===== src/rtl/axi_master_pkg.sv =====
// rtl/axi_master_pkg.sv - shared AXI widths, state encoding and response/burst constants
`ifndef AXI_ID_BITS
`define AXI_ID_BITS   4
`define AXI_ADDR_BITS 32
`define AXI_LEN_BITS  4
`define AXI_SIZE_BITS 3
`define AXI_DATA_BITS 32
`define AXI_STRB_BITS 4
`endif

package axi_master_pkg;
  typedef enum logic [2:0] {IDLE, AR, R, AW, W, B} state_e;

  localparam logic [1:0] AXI_RESP_OKAY = 2'b00;
  localparam logic [1:0] BURST_INCR    = 2'b01;
  localparam logic [2:0] SIZE_WORD     = 3'b010;
endpackage


===== src/rtl/axi_master_wrapper.sv =====
// rtl/axi_master_wrapper.sv - CPU port to AXI4 master, single writes and 1-16 beat INCR reads
// One transaction outstanding; every VALID/READY is a pure decode of the state register.
module axi_master_wrapper
  import axi_master_pkg::*;
#(
  parameter logic [`AXI_ID_BITS-1:0] MASTER_ID = 4'd0
) (
  input  logic                      clk,
  input  logic                      ARSTN,
  input  logic                      core_req,
  input  logic                      core_we,
  input  logic [`AXI_ADDR_BITS-1:0] core_addr,
  input  logic [`AXI_LEN_BITS-1:0]  core_len,
  input  logic [`AXI_DATA_BITS-1:0] core_wdata,
  input  logic [`AXI_STRB_BITS-1:0] core_wstrb,
  output logic                      core_busy,
  output logic [`AXI_DATA_BITS-1:0] core_rdata,
  output logic                      core_rvalid,
  output logic                      core_done,
  output logic                      core_err,
  output logic [`AXI_ID_BITS-1:0]   M_AWID,
  output logic [`AXI_ADDR_BITS-1:0] M_AWADDR,
  output logic [`AXI_LEN_BITS-1:0]  M_AWLEN,
  output logic [`AXI_SIZE_BITS-1:0] M_AWSIZE,
  output logic [1:0]                M_AWBURST,
  output logic                      M_AWVALID,
  input  logic                      M_AWREADY,
  output logic [`AXI_DATA_BITS-1:0] M_WDATA,
  output logic [`AXI_STRB_BITS-1:0] M_WSTRB,
  output logic                      M_WLAST,
  output logic                      M_WVALID,
  input  logic                      M_WREADY,
  input  logic [`AXI_ID_BITS-1:0]   M_BID,
  input  logic [1:0]                M_BRESP,
  input  logic                      M_BVALID,
  output logic                      M_BREADY,
  output logic [`AXI_ID_BITS-1:0]   M_ARID,
  output logic [`AXI_ADDR_BITS-1:0] M_ARADDR,
  output logic [`AXI_LEN_BITS-1:0]  M_ARLEN,
  output logic [`AXI_SIZE_BITS-1:0] M_ARSIZE,
  output logic [1:0]                M_ARBURST,
  output logic                      M_ARVALID,
  input  logic                      M_ARREADY,
  input  logic [`AXI_ID_BITS-1:0]   M_RID,
  input  logic [`AXI_DATA_BITS-1:0] M_RDATA,
  input  logic [1:0]                M_RRESP,
  input  logic                      M_RLAST,
  input  logic                      M_RVALID,
  output logic                      M_RREADY
);

  state_e                    state_q, state_d;
  logic [`AXI_ADDR_BITS-1:0] addr_q, addr_d;
  logic [`AXI_LEN_BITS-1:0]  len_q, len_d;
  logic [`AXI_LEN_BITS-1:0]  cnt_q, cnt_d;
  logic [`AXI_DATA_BITS-1:0] wdata_q, wdata_d;
  logic [`AXI_STRB_BITS-1:0] wstrb_q, wstrb_d;
  logic                      err_q, err_d;
  logic                      beat_err;

  // IDs are not checked with a single transaction in flight; low address bits are forced to 0.
  logic unused_ok;
  assign unused_ok = ^{M_RID, M_BID, core_addr[1:0]};

  always_ff @(posedge clk or posedge ARSTN) begin
    if (ARSTN) begin
      state_q <= IDLE;
      addr_q  <= '0;
      len_q   <= '0;
      cnt_q   <= '0;
      wdata_q <= '0;
      wstrb_q <= '0;
      err_q   <= 1'b0;
    end else begin
      state_q <= state_d;
      addr_q  <= addr_d;
      len_q   <= len_d;
      cnt_q   <= cnt_d;
      wdata_q <= wdata_d;
      wstrb_q <= wstrb_d;
      err_q   <= err_d;
    end
  end

  assign M_ARVALID = (state_q == AR);
  assign M_RREADY  = (state_q == R);
  assign M_AWVALID = (state_q == AW);
  assign M_WVALID  = (state_q == W);
  assign M_BREADY  = (state_q == B);
  assign core_busy = (state_q != IDLE);

  assign M_ARID    = MASTER_ID;
  assign M_ARADDR  = addr_q;
  assign M_ARLEN   = len_q;
  assign M_ARSIZE  = SIZE_WORD;
  assign M_ARBURST = BURST_INCR;
  assign M_AWID    = MASTER_ID;
  assign M_AWADDR  = addr_q;
  assign M_AWLEN   = '0;
  assign M_AWSIZE  = SIZE_WORD;
  assign M_AWBURST = BURST_INCR;
  assign M_WDATA   = wdata_q;
  assign M_WSTRB   = wstrb_q;
  assign M_WLAST   = 1'b1;
  assign core_rdata = M_RDATA;

  assign beat_err = (M_RRESP != AXI_RESP_OKAY);

  always_comb begin
    state_d     = state_q;
    addr_d      = addr_q;
    len_d       = len_q;
    cnt_d       = cnt_q;
    wdata_d     = wdata_q;
    wstrb_d     = wstrb_q;
    err_d       = err_q;
    core_rvalid = 1'b0;
    core_done   = 1'b0;
    core_err    = 1'b0;
    case (state_q)
      IDLE: begin
        if (core_req) begin
          addr_d = {core_addr[`AXI_ADDR_BITS-1:2], 2'b00};
          if (core_we) begin
            wdata_d = core_wdata;
            wstrb_d = core_wstrb;
            state_d = AW;
          end else begin
            len_d   = core_len;
            cnt_d   = '0;
            err_d   = 1'b0;
            state_d = AR;
          end
        end
      end
      AR: if (M_ARREADY) state_d = R;
      R: begin
        if (M_RVALID) begin
          core_rvalid = 1'b1;
          if (M_RLAST) begin
            core_done = 1'b1;
            core_err  = err_q | beat_err | (cnt_q != len_q);
            state_d   = IDLE;
          end else begin
            if (beat_err) err_d = 1'b1;
            // Overrun: count saturates at len and the burst is flagged, waiting for RLAST.
            if (cnt_q == len_q) err_d = 1'b1;
            else cnt_d = cnt_q + {{(`AXI_LEN_BITS-1){1'b0}}, 1'b1};
          end
        end
      end
      AW: if (M_AWREADY) state_d = W;
      W:  if (M_WREADY) state_d = B;
      B: begin
        if (M_BVALID) begin
          core_done = 1'b1;
          core_err  = (M_BRESP != AXI_RESP_OKAY);
          state_d   = IDLE;
        end
      end
      default: state_d = IDLE;
    endcase
  end

endmodule


===== config.mk =====
export PLATFORM = sky130hd
export DESIGN_NAME = axi_master_wrapper
export DESIGN_NICKNAME = d
export VERILOG_FILES = /design/src/rtl/axi_master_pkg.sv /design/src/rtl/axi_master_wrapper.sv
export SDC_FILE = /design/constraint.sdc
export NUM_CORES = 1
export LEC_CHECK = 0
export CORE_ASPECT_RATIO = 0.7
export CORE_MARGIN = 4
export CORE_UTILIZATION = 35
export DETAILED_ROUTE_END_ITERATION = 6
export GPL_TIMING_DRIVEN = 0
export PLACE_DENSITY = 0.83
export SLEW_MARGIN = 20
export SYNTH_ARGS = -nofsm -noshare
export SYNTH_HDL_FRONTEND = slang
export SYNTH_SLANG_ARGS = --single-unit

===== constraint.sdc =====
create_clock -name clk -period 4 [get_ports clk]
set_input_delay 1.2 -clock clk [delete_from_list [all_inputs] [get_ports clk]]
set_output_delay 1.2 -clock clk [all_outputs]
set_load 0.005 [all_outputs]

Word-level counts from Yosys, hierarchy flattened:

Index checks and enable logic that the tools add are counted.

* bits in registers: 78
* latch bits: 0
* memory bits (writable): 0
* ROM bits: 0
* input port bits: 126
* output and inout bits: 168
* word-level logic and storage cells: 72
* memories kept: 0

* $add $sub $neg: 1
* $mul: 0
* divide/modulo/power cells: 0
* $lt $le $gt $ge: 0
* equality and inequality tests: 18
* shift operators: 0
* multiplexer cells: 32
* bitwise operators: 3
* reductions and logical operators: 11

Operators with widths (number)
* $mux 3: 7
* $mux 4: 5
* $pmux 3 s6: 1
* $mux 1: 14
* $ne 2x2->1 const B: 7
* $reduce_and 6->1: 2
* $pmux 4 s2: 1
* $reduce_and 7->1: 1
* $eq 3x2->1 const B: 2
* $eq 3x3->1 const B: 2
* $ne 2x1->1 const B: 3
* $pmux 1 s2: 3
* $reduce_and 3->1: 2
* $reduce_bool 2->1: 3
* $add 4x1->4 const B: 1
* $eq 4x4->1: 1
* $ne 4x4->1: 1
* $eq 3x1->1 const B: 1
* $logic_not 3->1: 1
* $ne 3x1->1 const B: 1
* $reduce_bool 3->1: 1
* $mux 2: 1
* $or 1x1->1: 2
* $reduce_and 2->1: 1
* $not 1->1: 1

Longest topological paths before layout:

* word-level depth: 6
* mapped depth: 7
* gate-level depth less buffers: 4

Worst setup path after synthesis:

OpenSTA, ideal clock, no wires.

* kind: input-to-output
* start: in M_RVALID
* end: out core_err
* arrival: 1.617 ns
* required time: 2.800 ns
* slack: 1.183 ns
* cell stages on the path: 3
* buffers on the path: 0
* cell sequence: and3_1 -> nand2_1 -> o22ai_1

* word-level cells in the longest chain between the ends: 2

RTL lines
* from (decl): RTL line axi_master_wrapper.sv:48 `input logic M_RVALID,`
* $mux 1: RTL line axi_master_wrapper.sv:138 `if (M_RVALID) begin`
* $pmux 1 s2: RTL line axi_master_wrapper.sv:120 `case (state_q)`
* to (decl): RTL line axi_master_wrapper.sv:20 `output logic core_err,`

No other way between the ends.

Worst setup path in the final report:

Ends and elaborated chain as after synthesis.

==> results.sh <==
export IMPL_ys_seq_elements=78
export IMPL_synth_area_leaders="dfrtp_1, buf_4, mux2_2"
export IMPL_min_from="M_WDATA[11]$_DFFE_PP0P_"
export IMPL_die_area_um2=13500
export IMPL_tns_ns=0
export IMPL_synth_edf_count=0
export IMPL_cts_num_sinks=78
export IMPL_crit_top_cell="clkdlybuf4s50_1"
export IMPL_cp_top_family="buffers and inverters"
export IMPL_vias_per_cell=4.31
export IMPL_r2r_start="state_q[1]$_DFFE_PP0P_"
export IMPL_reg2reg_depth=6
export IMPL_path_max_fanout=3
export IMPL_final_hold_viol_count=0
export IMPL_yosysSeqAreaShare_pct=47.6
export IMPL_clkTransAtPathRegs_ns=0.05
export IMPL_core_um2=11200
export IMPL_first_pass_iters=4
export IMPL_crit_path_top_delay_cell="clkdlybuf4s50_1"
export IMPL_wire_per_inst_um=15.4
export IMPL_power_leakage_uw=0.00316
export IMPL_drv_cap=0
export IMPL_avgSynthCellArea_um2=12.8
export IMPL_synth_top_cell_by_area="dfrtp_1"
export IMPL_clock_skew_ns=0.00366
export IMPL_gp_congestion=0.776
export IMPL_ant_nets=0
export IMPL_hpwl_mm=9.43
export IMPL_io_buffers=224
export IMPL_synth_cell_types=46
export IMPL_ys_flop_type="dfrtp_1"
export IMPL_timing_final_crit_share_pct=96.2
export IMPL_syn_cell_area_um2=4100
export IMPL_slew_violations=0
export IMPL_outcome="finished, final reports clean"
export IMPL_crit_path_end_kind="output port"
export IMPL_critPathRequiredTime_ns=2.80
export IMPL_setup_viol=0
export IMPL_drive_above_1_share_pct=33.7
export IMPL_grt_max_degree=47
export IMPL_first_iter_violations=61
export IMPL_die_width_um=137
export IMPL_numCtsBuffers=9
export IMPL_worstPathCellList="clkdlybuf4s50_1, and3_1, nand2_1, o22ai_1, clkdlybuf4s50_1"
export IMPL_ir_drop_uv=373
export IMPL_diodes=0
export IMPL_grt_pass1_wl_mm=17.4
export IMPL_clk_path_buf_depth=2
export IMPL_syn2layout_area_growth_pct=69.7
export IMPL_grt_setup_unrepaired="no"
export IMPL_yosys_warnings=0
export IMPL_num_vias=3175
export IMPL_criticalPathCategory="in2out"
export IMPL_arrival_ns=2.65
export IMPL_post_cts_resized=0
export IMPL_track_usage_pct=16.3
export IMPL_powerDensity_nw_per_um2=708
export IMPL_drcViolationCount=0
export IMPL_synth_top_cell_area_share_pct=47.6
export IMPL_async_reset_ff_share_pct=100
export IMPL_placed_area_um2=6660
export IMPL_fin_crit_ns=3.85
export IMPL_hold_path_class="reg2reg"
export IMPL_fillers=884
export IMPL_final_cell_area_um2=6960
export IMPL_r2r_end="M_ARADDR[18]$_DFFE_PP0P_"
export IMPL_min_path_cells=1
export IMPL_final_nets=709
export IMPL_rows=32
export IMPL_ctsHoldBuffers=0
export IMPL_dieHeight_um=98.6
export IMPL_clk_latency_ns=0.32
export IMPL_antenna_found_initial=0
export IMPL_start_util_pct=36.6
export IMPL_reg2reg_slack_ns=2.29
export IMPL_cp_buffers_inverters=2
export IMPL_wl_mm=11.4
export IMPL_clock_fmax_mhz=260
export IMPL_cts_tree="yes"
export IMPL_critPathMaxStageDelay_ns=0.52
export IMPL_io_pins=294
export IMPL_grt_ovfl_total=0
export IMPL_h_tree_depth=3
export IMPL_postCtsSetupRepairBufs=0
export IMPL_grt_pass1_vias=3365
export IMPL_syn_inst=321
export IMPL_holdPathEnd="M_WDATA[11]$_DFFE_PP0P_"
export IMPL_startpoint_type="input port"
export IMPL_cts_root_buffer="clkbuf_16"
[cell usage after synthesis, types with 2 or more instances]
| cell | number |
|---|---|
| buf_4 | 90 |
| mux2_2 | 40 |
| dfrtp_1 | 78 |
| a21oi_1 | 3 |
| or3b_2 | 2 |
| nor3_1 | 2 |
| nand2_1 | 13 |
| xnor2_1 | 4 |
| o21ai_0 | 4 |
| buf_2 | 5 |
| o31ai_1 | 2 |
| and3_1 | 4 |
| conb_1 | 2 |
| a2bb2oi_1 | 2 |
| mux2_4 | 30 |
| nor2_1 | 6 |
| or3_1 | 2 |
| buf_6 | 4 |
[state kept, by name, summed over array words and instances, names as in the netlist]
| signal | flops |
|---|---|
| state_q | 3 |
| cnt_q | 4 |
| M_ARADDR | 30 |
| M_ARLEN | 4 |
| M_WSTRB | 4 |
| M_WDATA | 32 |
| err_q | 1 |
[layout make-up]
cell class / instances / area [um2] / area share (%)
inverter: 2 / 12.5 / 0.180
timing repair buffer: 225 / 2270 / 32.6
clock buffer: 9 / 225 / 3.24
clock inverter: 4 / 75.1 / 1.08
sequential: 78 / 1950 / 28.1
tap: 153 / 191 / 2.75
multi-input combinational: 166 / 1480 / 21.3
buffer: 100 / 749 / 10.8
[layout by cell type (no fill, tap or decap), drive strengths merged, types with 2 or more instances in the layout]
| cell type | n |
|---|---|
| clkdlybuf4s50 | 224 |
| buf | 100 |
| dfrtp | 78 |
| mux2 | 70 |
| conb | 27 |
| nand2 | 14 |
| clkbuf | 10 |
| nor2 | 7 |
| o21ai | 5 |
| and3 | 4 |
| xnor2 | 4 |
| a21oi | 3 |
| or3b | 3 |
| inv | 2 |
| nor3 | 2 |
| or3 | 2 |
| o31ai | 2 |
| a2bb2oi | 2 |
| clkinvlp | 2 |
| bufinv | 2 |
| nor3b | 2 |
[worst max path at each step]
| stage | depth (start not counted) | end | from | slack, ns |
|---|---|---|---|---|
| finish | 5 | core_err | M_RVALID | 0.15 |
| global route | 5 | core_err | M_RVALID | 0.06 |
| CTS | 5 | core_err | M_RVALID | 0.17 |
| detailed placement | 5 | core_err | M_RVALID | 0.17 |
| global placement | 2 | M_ARLEN[0]$_DFFE_PP0P_ | ARSTN | -0.48 |
| floorplan | 1 | M_ARADDR[10]$_DFFE_PP0P_ | ARSTN | 0.80 |
[cell families (layout without fill, tap and decap cells)]
family,Yosys count,in the layout,share of synthesized area [%]
buffers and inverters,102,340,18.5
AO/OA/AOI/OAI,21,21,4.46
other,2,27,0.183
AND/OR/NAND/NOR,43,43,6.10
XOR/XNOR,4,4,0.854
flip-flops,78,78,47.6
adder cells (fa/ha/maj),1,1,0.305
multiplexers,70,70,22.0
[through the flow]
stage / utilization (%) / instances / power [uW] / setup WS [ns] / hold slack (ns)
after detailed placement: 59.4 / 724 / 4140 / 0.170 / 0.495
final: 62.1 / 737 / 4930 / 0.153 / 0.506
after global placement: 59.1 / 723 / 4050 / -0.479 / 0.489
after floorplan: - / 346 / 2670 / 0.805 / 0.482
after global routing: 62.1 / 737 / 5240 / 0.0592 / 0.522
after CTS: 62.1 / 737 / 5000 / 0.169 / 0.511
[where the power goes]
part	leakage, uW	switching, uW	internal (uW)
Combinational	0.00209	771	1830
Sequential	0.000927	302	1200
Clock	0.000139	295	535
[routing by layer]
layer / vias up / global-route usage (%) / share of wire [%]
met1: 1504 / 18.2 / 37
li1: 1498 / - / -
met3: 23 / 5.05 / 8.1
met4: 0 / 5.67 / 2.4
met5: - / 0 / 0
met2: 150 / 29.2 / 52
Note: power is estimated with default switching activity, not from simulation.
